==> src/rtl/barret_3119_arbiter.sv <==
// ---------------------------------------------------------------------------
// barret_3119_arbiter
//
// Purpose:
//   Shares a single combinational mod-3119 Barrett reducer among NUM_REQ
//   requesters. One requester is granted per cycle and its 23-bit operand
//   is reduced. The 12-bit residue is captured in a registered response
//   stage, tagged with the requester ID. That stage supports backpressure,
//   so one result per cycle is sustained when the consumer is ready.
//
// Ports:
//   clk        in   1            rising-edge clock
//   rst        in   1            synchronous active-high reset
//   req_valid  in   NUM_REQ      per-requester operand valid
//   req_data   in   NUM_REQ*23   operands, lane i at [23*i+22:23*i]
//   req_ready  out  NUM_REQ      one-hot (or zero) grant
//   rsp_valid  out  1            response register holds a result
//   rsp_data   out  12           operand mod 3119
//   rsp_id     out  3            lane that produced rsp_data
//   rsp_ready  in   1            consumer accepts the response
//   done_cnt   out  16           completed response transfers (wrapping)
//
// Configuration:
//   BARRET_ARB_FIXED_PRIO_EN  when defined, the round-robin arbiter is
//                             replaced by fixed priority (the lowest valid
//                             index wins) and no last-grant state is kept.
//                             Undefined by default (round-robin).
// ---------------------------------------------------------------------------

// Combinational Barrett reduction of a 23-bit value modulo 3119.
// m = floor(2^24 / 3119) = 5379. The quotient estimate is off by at most
// one for every 23-bit input. A single conditional subtract therefore
// fully reduces the result.
module barret_for_3119 (
    input  logic [22:0] din_a,
    output logic [11:0] dout_r
);
    logic [11:0] qEst;
    logic [12:0] remRaw;

    // qEst * 3119 never exceeds din_a, so the difference is non-negative
    // and below 2*3119, which fits in 13 bits.
    assign qEst   = 12'((36'(din_a) * 36'd5379) >> 24);
    assign remRaw = 13'(24'(din_a) - (24'(qEst) * 24'd3119));
    assign dout_r = (remRaw >= 13'd3119) ? 12'(remRaw - 13'd3119) : remRaw[11:0];
endmodule

module barret_3119_arbiter #(
    parameter int NUM_REQ = 4
) (
    input  logic                  clk,
    input  logic                  rst,
    input  logic [NUM_REQ-1:0]    req_valid,
    input  logic [NUM_REQ*23-1:0] req_data,
    output logic [NUM_REQ-1:0]    req_ready,
    output logic                  rsp_valid,
    output logic [11:0]           rsp_data,
    output logic [2:0]            rsp_id,
    input  logic                  rsp_ready,
    output logic [15:0]           done_cnt
);
    localparam logic [NUM_REQ-1:0] LANE0_MASK = {{(NUM_REQ-1){1'b0}}, 1'b1};

    logic               canAccept;
    logic               found;
    logic               xfer;
    logic [2:0]         grantIdx;
    logic [NUM_REQ-1:0] grantOneHot;
    logic [22:0]        operand;
    logic [11:0]        residue;

    logic               rsp_valid_q, rsp_valid_d;
    logic [11:0]        rsp_data_q,  rsp_data_d;
    logic [2:0]         rsp_id_q,    rsp_id_d;
    logic [15:0]        done_cnt_q,  done_cnt_d;
`ifndef BARRET_ARB_FIXED_PRIO_EN
    logic [2:0]         last_grant_q, last_grant_d;
`endif

    // A new result may enter the response register when it is empty or
    // is being drained in this same cycle.
    assign canAccept = !rsp_valid_q || rsp_ready;

    // Arbitration. Each candidate lane is turned into a one-hot mask
    // rather than used as a variable index. That keeps widths exact for
    // any legal NUM_REQ.
    always_comb begin
        logic [3:0]         candSum;
        logic [NUM_REQ-1:0] candMask;
        grantOneHot = '0;
        grantIdx    = '0;
        found       = 1'b0;
        candSum     = '0;
        candMask    = '0;
`ifdef BARRET_ARB_FIXED_PRIO_EN
        for (int k = 0; k < NUM_REQ; k++) begin
            candMask = LANE0_MASK << k;
            if (!found && |(req_valid & candMask)) begin
                found       = 1'b1;
                grantIdx    = 3'(k);
                grantOneHot = candMask;
            end
        end
`else
        // Circular search that starts one past the previous winner.
        for (int k = 0; k < NUM_REQ; k++) begin
            candSum = {1'b0, last_grant_q} + 4'd1 + 4'(k);
            if (candSum >= 4'(NUM_REQ)) begin
                candSum = candSum - 4'(NUM_REQ);
            end
            candMask = LANE0_MASK << candSum;
            if (!found && |(req_valid & candMask)) begin
                found       = 1'b1;
                grantIdx    = candSum[2:0];
                grantOneHot = candMask;
            end
        end
`endif
    end

    // Ready is suppressed during reset and whenever the response stage
    // cannot take a new result.
    assign req_ready = (canAccept && !rst) ? grantOneHot : '0;
    assign xfer      = |(req_valid & req_ready);

    // Steer the winning operand into the shared reducer.
    always_comb begin
        operand = '0;
        for (int k = 0; k < NUM_REQ; k++) begin
            if (grantOneHot[k]) begin
                operand = req_data[23*k +: 23];
            end
        end
    end

    barret_for_3119 uReducer (
        .din_a  (operand),
        .dout_r (residue)
    );

    // Next-state logic for the response register. A drain clears valid
    // first. A same-cycle transfer then overrides that clear, so the
    // register reloads without a bubble.
    always_comb begin
        rsp_valid_d = rsp_valid_q;
        rsp_data_d  = rsp_data_q;
        rsp_id_d    = rsp_id_q;
        done_cnt_d  = done_cnt_q;
`ifndef BARRET_ARB_FIXED_PRIO_EN
        last_grant_d = last_grant_q;
`endif
        if (rsp_valid_q && rsp_ready) begin
            rsp_valid_d = 1'b0;
            done_cnt_d  = done_cnt_q + 16'd1;
        end
        if (xfer) begin
            rsp_valid_d = 1'b1;
            rsp_data_d  = residue;
            rsp_id_d    = grantIdx;
`ifndef BARRET_ARB_FIXED_PRIO_EN
            last_grant_d = grantIdx;
`endif
        end
    end

    // Reset discards any undrained response. It also points the last
    // grant at the top lane, so lane 0 has first priority afterwards.
    always_ff @(posedge clk) begin
        if (rst) begin
            rsp_valid_q  <= 1'b0;
            rsp_data_q   <= '0;
            rsp_id_q     <= '0;
            done_cnt_q   <= '0;
`ifndef BARRET_ARB_FIXED_PRIO_EN
            last_grant_q <= 3'(NUM_REQ - 1);
`endif
        end else begin
            rsp_valid_q  <= rsp_valid_d;
            rsp_data_q   <= rsp_data_d;
            rsp_id_q     <= rsp_id_d;
            done_cnt_q   <= done_cnt_d;
`ifndef BARRET_ARB_FIXED_PRIO_EN
            last_grant_q <= last_grant_d;
`endif
        end
    end

    assign rsp_valid = rsp_valid_q;
    assign rsp_data  = rsp_data_q;
    assign rsp_id    = rsp_id_q;
    assign done_cnt  = done_cnt_q;
endmodule

==> config.mk <==
export PLATFORM = sky130hd
export DESIGN_NAME = barret_3119_arbiter
export DESIGN_NICKNAME = d
export VERILOG_FILES = /design/src/rtl/barret_3119_arbiter.sv
export SDC_FILE = /design/constraint.sdc
export NUM_CORES = 1
export LEC_CHECK = 0
export CORE_UTILIZATION = 44
export CTS_CLUSTER_DIAMETER = 60
export DETAILED_ROUTE_END_ITERATION = 6
export PLACE_DENSITY = 0.67
export SYNTH_ARGS = -nofsm -noshare
export SYNTH_HDL_FRONTEND = slang
export SYNTH_HIERARCHICAL = 1
export SYNTH_SLANG_ARGS = --single-unit
==> constraint.sdc <==
create_clock -name clk -period 21.1 [get_ports clk]
set_input_delay 4.22 -clock clk [delete_from_list [all_inputs] [get_ports clk]]
set_output_delay 4.22 -clock clk [all_outputs]
set_load 0.05 [all_outputs]
# After elaboration in Yosys (flattened, before gate mapping)
# Cells that the tools add are included.
[op_classes]
mul = 2
addsub = 11
order_cmp = 5
shifts = 4
n_mux = 23
bitwise = 5
n_reduce_logical = 17
[op_table]
columns = ["operator", "count"]
rows = [
  ["$mux 23", 4],
  ["$mul 23x13->36 const B", 1],
  ["$mux 4", 9],
  ["$and 4x4->4", 5],
  ["$reduce_or 4->1", 5],
  ["$add 16x1->16 const B", 1],
  ["$ge 4x3->1 const B", 4],
  ["$shl 1x4->4 const A", 4],
  ["$sub 4x3->4 const B", 4],
  ["$ge 13x12->1 const B", 1],
  ["$mul 12x12->13 const B", 1],
  ["$sub 13x13->13", 1],
  ["$mux 12", 1],
  ["$mux 3", 4],
  ["$sub 12x12->12 const B", 1],
  ["$add 4x2->4 const B", 2],
  ["$logic_and 1x1->1", 5],
  ["$logic_not 1->1", 5],
  ["$mux 1", 5],
  ["$add 3x1->4 const B", 1],
  ["$add 4x1->4 const B", 1],
  ["$reduce_bool 2->1", 1],
  ["$logic_or 1x1->1", 1],
]
[totals]
register_bits = 35
out_inout_bits = 36
inputBits = 99

# Depth between registers and ports, before layout
# Gate-level depths: netlist (run 1).
[logic_depth]
ltp_word = 25
ltp_mapped = 57
mapped_depth_nobuf = 52

# Hierarchy
# Netlist (run 1), hierarchy kept.
[modules_own_cells]
columns = ["mod", "seq_area_each_um2", "cells_per_inst", "area_each_um2", "instances"]
rows = [
  ["barret_for_3119", 0.0, 726, 6623.9, 1],
  ["barret_3119_arbiter", 680.7, 447, 3373.2, 1],
]

# Least setup slack after synthesis (run 1)
# OpenSTA, ideal clock, no wires.
[synth_path]
path_type = "in2reg"
startpoint = "input req_valid[0]"
endpoint = "register rsp_data_q[1], in the netlist rsp_data[1]"
path_slack_ns = 4.892
arrival_time_ns = 16.084
required_ns = 20.977
cell_stages = 47
n_path_buf = 2
setup_ns = 0.123
cell_sequence = "clkbuf_1 a22oi_1 a221oi_2 a41oi_2 a211o_1 nor4_4 clkbuf_1 o31ai_1 o311a_1 o21ai_1 ha_1 inv_1 fa_1 inv_1 ha_1 fa_1 inv_1 fa_1 [... 11 more ...] fa_1 inv_1 fa_1 fa_1 fa_1 fa_1 inv_1 ha_1 inv_1 o21bai_1 o31a_1 nor2_1 mux2_2 o211a_1 o211a_1 nor2_1 mux2_2 mux2_1"
[synth_between]
elab_chain_len = 21
elab_cells_between_ends = 34
classes_between = "add/sub (2); mul (2); order compare (1); mux (13); bitwise (5); reduce/logical (11)"
[synth_lines]
columns = ["element", "line", "text"]
rows = [
  ["start: declaration", "53", "input logic [NUM_REQ-1:0] req_valid,"],
  ["$and 4x4->4", "112", "if (!found && |(req_valid & candMask)) begin"],
  ["$reduce_or 4->1", "112", ""],
  ["$mux 1", "112", ""],
  ["$logic_not 1->1", "112", ""],
  ["$logic_and 1x1->1", "112", ""],
  ["$mux 1", "112", ""],
  ["$logic_not 1->1", "112", ""],
  ["$logic_and 1x1->1", "112", ""],
  ["[... 7 more ...]", "n/a", ""],
  ["$mux 23 (*)", "130", "if (grantOneHot[k]) begin"],
  ["named net operand[2]", "69", "logic [22:0] operand;"],
  ["$mul 23x13->36", "43", "assign qEst = 12'((36'(din_a) * 36'd5379) >> 24);"],
  ["$mul 12x12->13", "44", "assign remRaw = 13'(24'(din_a) - (24'(qEst) * 24'd3119));"],
  ["$sub 13x13->13 (*)", "44", ""],
  ["$sub 12x12->12 / $ge 13x12->1 (equally long branches)", "45", "assign dout_r = (remRaw >= 13'd3119) ? 12'(remRaw - 13'd3119) : remRaw[11:0];"],
  ["$mux 12 (*)", "45", ""],
  ["named net residue[1]", "70", "logic [11:0] residue;"],
  ["end signal: assignment", "179", "rsp_data_q <= rsp_data_d;"],
  ["end: declaration", "73", "logic [11:0] rsp_data_q, rsp_data_d;"],
]
# The timed path passes the listed nets; every way through them passes the cells marked *.
# A chain may end at the register's enable or synchronous reset.

# Worst setup path in the final report (run 1)
[layout_path]
startpoint = "input req_valid[1]"
endpoint = "register rsp_data_q[1], in the netlist rsp_data[1]"
# Same word-level chain as after synthesis.

==> flow_summary.ini, run 1 <==
[synthesis]
synthCells = 1173
ys_ff_latch = 34
async_flop_share_pct = 0
synth_compound_area_share_pct = 18.4
yosysSeqAreaShare_pct = 6.81
mappedNetlistArea_mm2 = 0.0100
syn_nets = 1556
synth_simple_gate_area_share_pct = 14.0
ys_warn_count = 6
synth_ff_type = dfxtp_1
synthAdderAreaFrac_pct = 41.7
synth-edff-count = 0
synth_cell_types = 95
synth_xor_area_share_pct = 6.02
synthMuxAreaShare_pct = 3.23
syn_area_per_cell_um2 = 8.52
synth_top_family_by_area = adder cells

[min_path]
hold_start = rsp_id[0]
worst_hold_path_type = reg -> reg
hold_end = rsp_id[0]
hold_depth = 2

[clocking]
cts_buffer_depth = 2
post_cts_buffers = 0
hold_buffers = 0
cts_root_buf = clkbuf_16
htree_levels = 2
path_clk_slew_ns = 0.05
cts_resized = 0
clock_sinks = 34
cts_buffers = 5
cts_tree = yes
clock_latency_ns = 0.28

[run_status]
violations = DRC
outcome = finished with violations

[job]
max_cap_viol_count = 0

[sta]
skew_ns = 0.00534
max_slew_margin_pct = 26.3
final.min_clock_period_ns = 18.59
fmax_mhz = 53.8
worst_pin_slew_ns = 1.10
maxSlewViolCount = 0
holdWs_ns = 0.458
period_share_pct = 88.1
tns_ns = 0
setup_violations = 0
grt_setup_unrepaired = no
hold_viol_final = 0

[detailed_routing]
dr.first_iter.drc_count = 341
final_antenna_net_count = 0
num_vias = 8509
vias_per_cell = 5.44
drt_first_pass_iters = 7
drc = 7
wirelength_um = 24700
wl_per_cell_um = 15.8

[placement]
dp_hpwl_um = 20300
io_buffer_count = 134
globalplace.congestion = 0.891
dpl_cell_area_mm2 = 0.0116

[die]
die_h_um = 153
rows = 54
ios = 135
fp.dieW_um = 153
dieArea_mm2 = 0.0233
start_util_pct = 45.4
coreArea_mm2 = 0.0220

[global_route]
grt_pass1_vias = 8720
grt_pass1_wl_um = 42500
grtUsageTotal_pct = 21.9
grt_max_degree = 48
antenna_found_initial = 0
gr-total-overflow = 0

[worst_setup_path]
start_kind = primary input
cp.required_ns = 21.26
crit_top_cell = fa_1
crit_fanout = 25
end_kind = flip-flop
crit_slowest_cell = o21ai_1
reg2reg_depth = 50
cp.arrival_ns = 18.75
worst_path_largest_cell_delay_ns = 0.85
r2r_slack_ns = 4.80
rr_startpoint = last_grant_q[0]
reg2reg_to = rsp_data[1]
crit_type = in -> reg

[layout]
layout.nets = 1666
postLayoutCellArea_mm2 = 0.0117
nFillCells = 2044
syn2layout_area_growth_pct = 17.3
drive_gt1_share_pct = 5.06
diodes = 0
==> through the flow <==
step | utilization, % | setup WS, ns | cells
after CTS | 53.2 | 2.51 | 1564
after global placement | 52.5 | 2.61 | 1556
after detailed placement | 52.5 | 2.26 | 1556
final | 53.2 | 2.51 | 1564
after global routing | 53.2 | 1.33 | 1564
after floorplan | - | 4.89 | 1173
==> metal layers <==
| layer | track usage (%) | up-vias | share of wire (%) |
|---|---|---|---|
| li1 | - | 4301 | - |
| met1 | 28.9 | 4054 | 47 |
| met2 | 39.6 | 134 | 49 |
| met3 | 1.65 | 20 | 3.1 |
| met4 | 3.32 | 0 | 1.3 |
| met5 | 0 | - | 0 |
==> worst max-delay path, delay by kind of cell <==
kind / cells / cell delay [ns]
AOI/OAI and AO/OA: 12 / 3.94
buffers and inverters: 8 / 0.94
muxes: 3 / 0.92
xor gates and xnor gates: 1 / 0.27
adders and majority gates: 12 / 5.28
and+or+nand+nor: 7 / 3.12
==> cells by family after synthesis <==
logic type | count (synthesis)
buf+inv | 248
simple gates | 258
compound gates | 250
xor+xnor | 67
fa+ha+maj | 288
mux | 28
flops | 34
==> worst max-delay path by stage <==
stage / from / end / slack (ns)
floorplan: req_valid[0] / rsp_data[1] / 4.89
global placement: req_valid[1] / rsp_data[1] / 2.61
detailed placement: req_valid[1] / rsp_data[1] / 2.26
CTS: req_valid[1] / rsp_data[1] / 2.51
global route: req_valid[1] / rsp_data[1] / 1.33
finish: req_valid[1] / rsp_data[1] / 2.51
==> cell usage in the layout (no fill, tap or decap), types with 29 or more instances in the layout <==
cell type,instances
ha_1,208
inv_1,203
o21ai_0,35
dfxtp_1,34
xnor2_1,29
fa_1,76
clkdlybuf4s50_1,134
nand2_1,67
xor2_1,37
o21ai_1,30
nor2_1,51
==> cell usage after synthesis, types with 9 or more instances <==
| cell | instances | area, um2 |
|---|---|---|
| fa_1 | 76 | 1520 |
| dfxtp_1 | 34 | 681 |
| o21ai_1 | 31 | 155 |
| xor2_1 | 37 | 324 |
| a21oi_1 | 22 | 110 |
| and3_1 | 12 | 75.1 |
| ha_1 | 208 | 2600 |
| o311a_1 | 24 | 240 |
| mux2_1 | 9 | 101 |
| and2_1 | 12 | 75.1 |
| o21bai_1 | 9 | 67.6 |
| nor2_1 | 51 | 191 |
| o21ai_0 | 35 | 175 |
| nor3_1 | 13 | 65.1 |
| xnor2_1 | 29 | 254 |
| nor2b_1 | 20 | 125 |
| a21o_1 | 14 | 105 |
| inv_1 | 203 | 762 |
| o21a_1 | 11 | 82.6 |
| nand2_1 | 67 | 251 |
| mux2i_1 | 9 | 90.1 |
| o31ai_1 | 27 | 203 |
| clkbuf_1 | 27 | 101 |
| nand3_1 | 24 | 120 |
==> layout make-up <==
cell class              count  area [um2]  area share [%]
clock buffers               6         139            1.18
clock inverters             2        12.5           0.107
inverters                 204         766            6.53
multi-input cells         891        8340            71.1
flip-flops and latches     34         681            5.81
well taps                 280         350            2.99
repair buffers            147        1440            12.3
==> flip-flops by register name (all words and copies together), names as in the netlist <==
register      count
done_cnt         16
rsp_data         12
rsp_id            3
last_grant_q      2
rsp_valid         1
Power of run 1 is not shown: default switching activity piles up to over one toggle a cycle in this logic, so the estimate is an artifact.
==> run 2: changes to the inputs <==
--- a/config.mk
+++ b/config.mk
@@ -9,6 +9,7 @@
 export CTS_CLUSTER_DIAMETER = 60
 export DETAILED_ROUTE_END_ITERATION = 6
 export PLACE_DENSITY = 0.67
+export SETUP_SLACK_MARGIN = 0.15
 export SYNTH_ARGS = -nofsm -noshare
 export SYNTH_HDL_FRONTEND = slang
 export SYNTH_HIERARCHICAL = 1
==> results of run 2 <==
No change in the layout: final DEF, timing and power equal those of run 1.
Power of run 2 is left out for the same reason.
==> run 3: changes to the inputs <==
--- a/config.mk
+++ b/config.mk
@@ -10,6 +10,8 @@
 export DETAILED_ROUTE_END_ITERATION = 6
 export PLACE_DENSITY = 0.67
 export SETUP_SLACK_MARGIN = 0.15
+export SKIP_CTS_REPAIR_TIMING = 1
+export SLEW_MARGIN = 15
 export SYNTH_ARGS = -nofsm -noshare
 export SYNTH_HDL_FRONTEND = slang
 export SYNTH_HIERARCHICAL = 1
==> results of run 3 <==
No change in the layout: final DEF, timing and power equal those of run 1.
Power of run 3 is left out for the same reason.
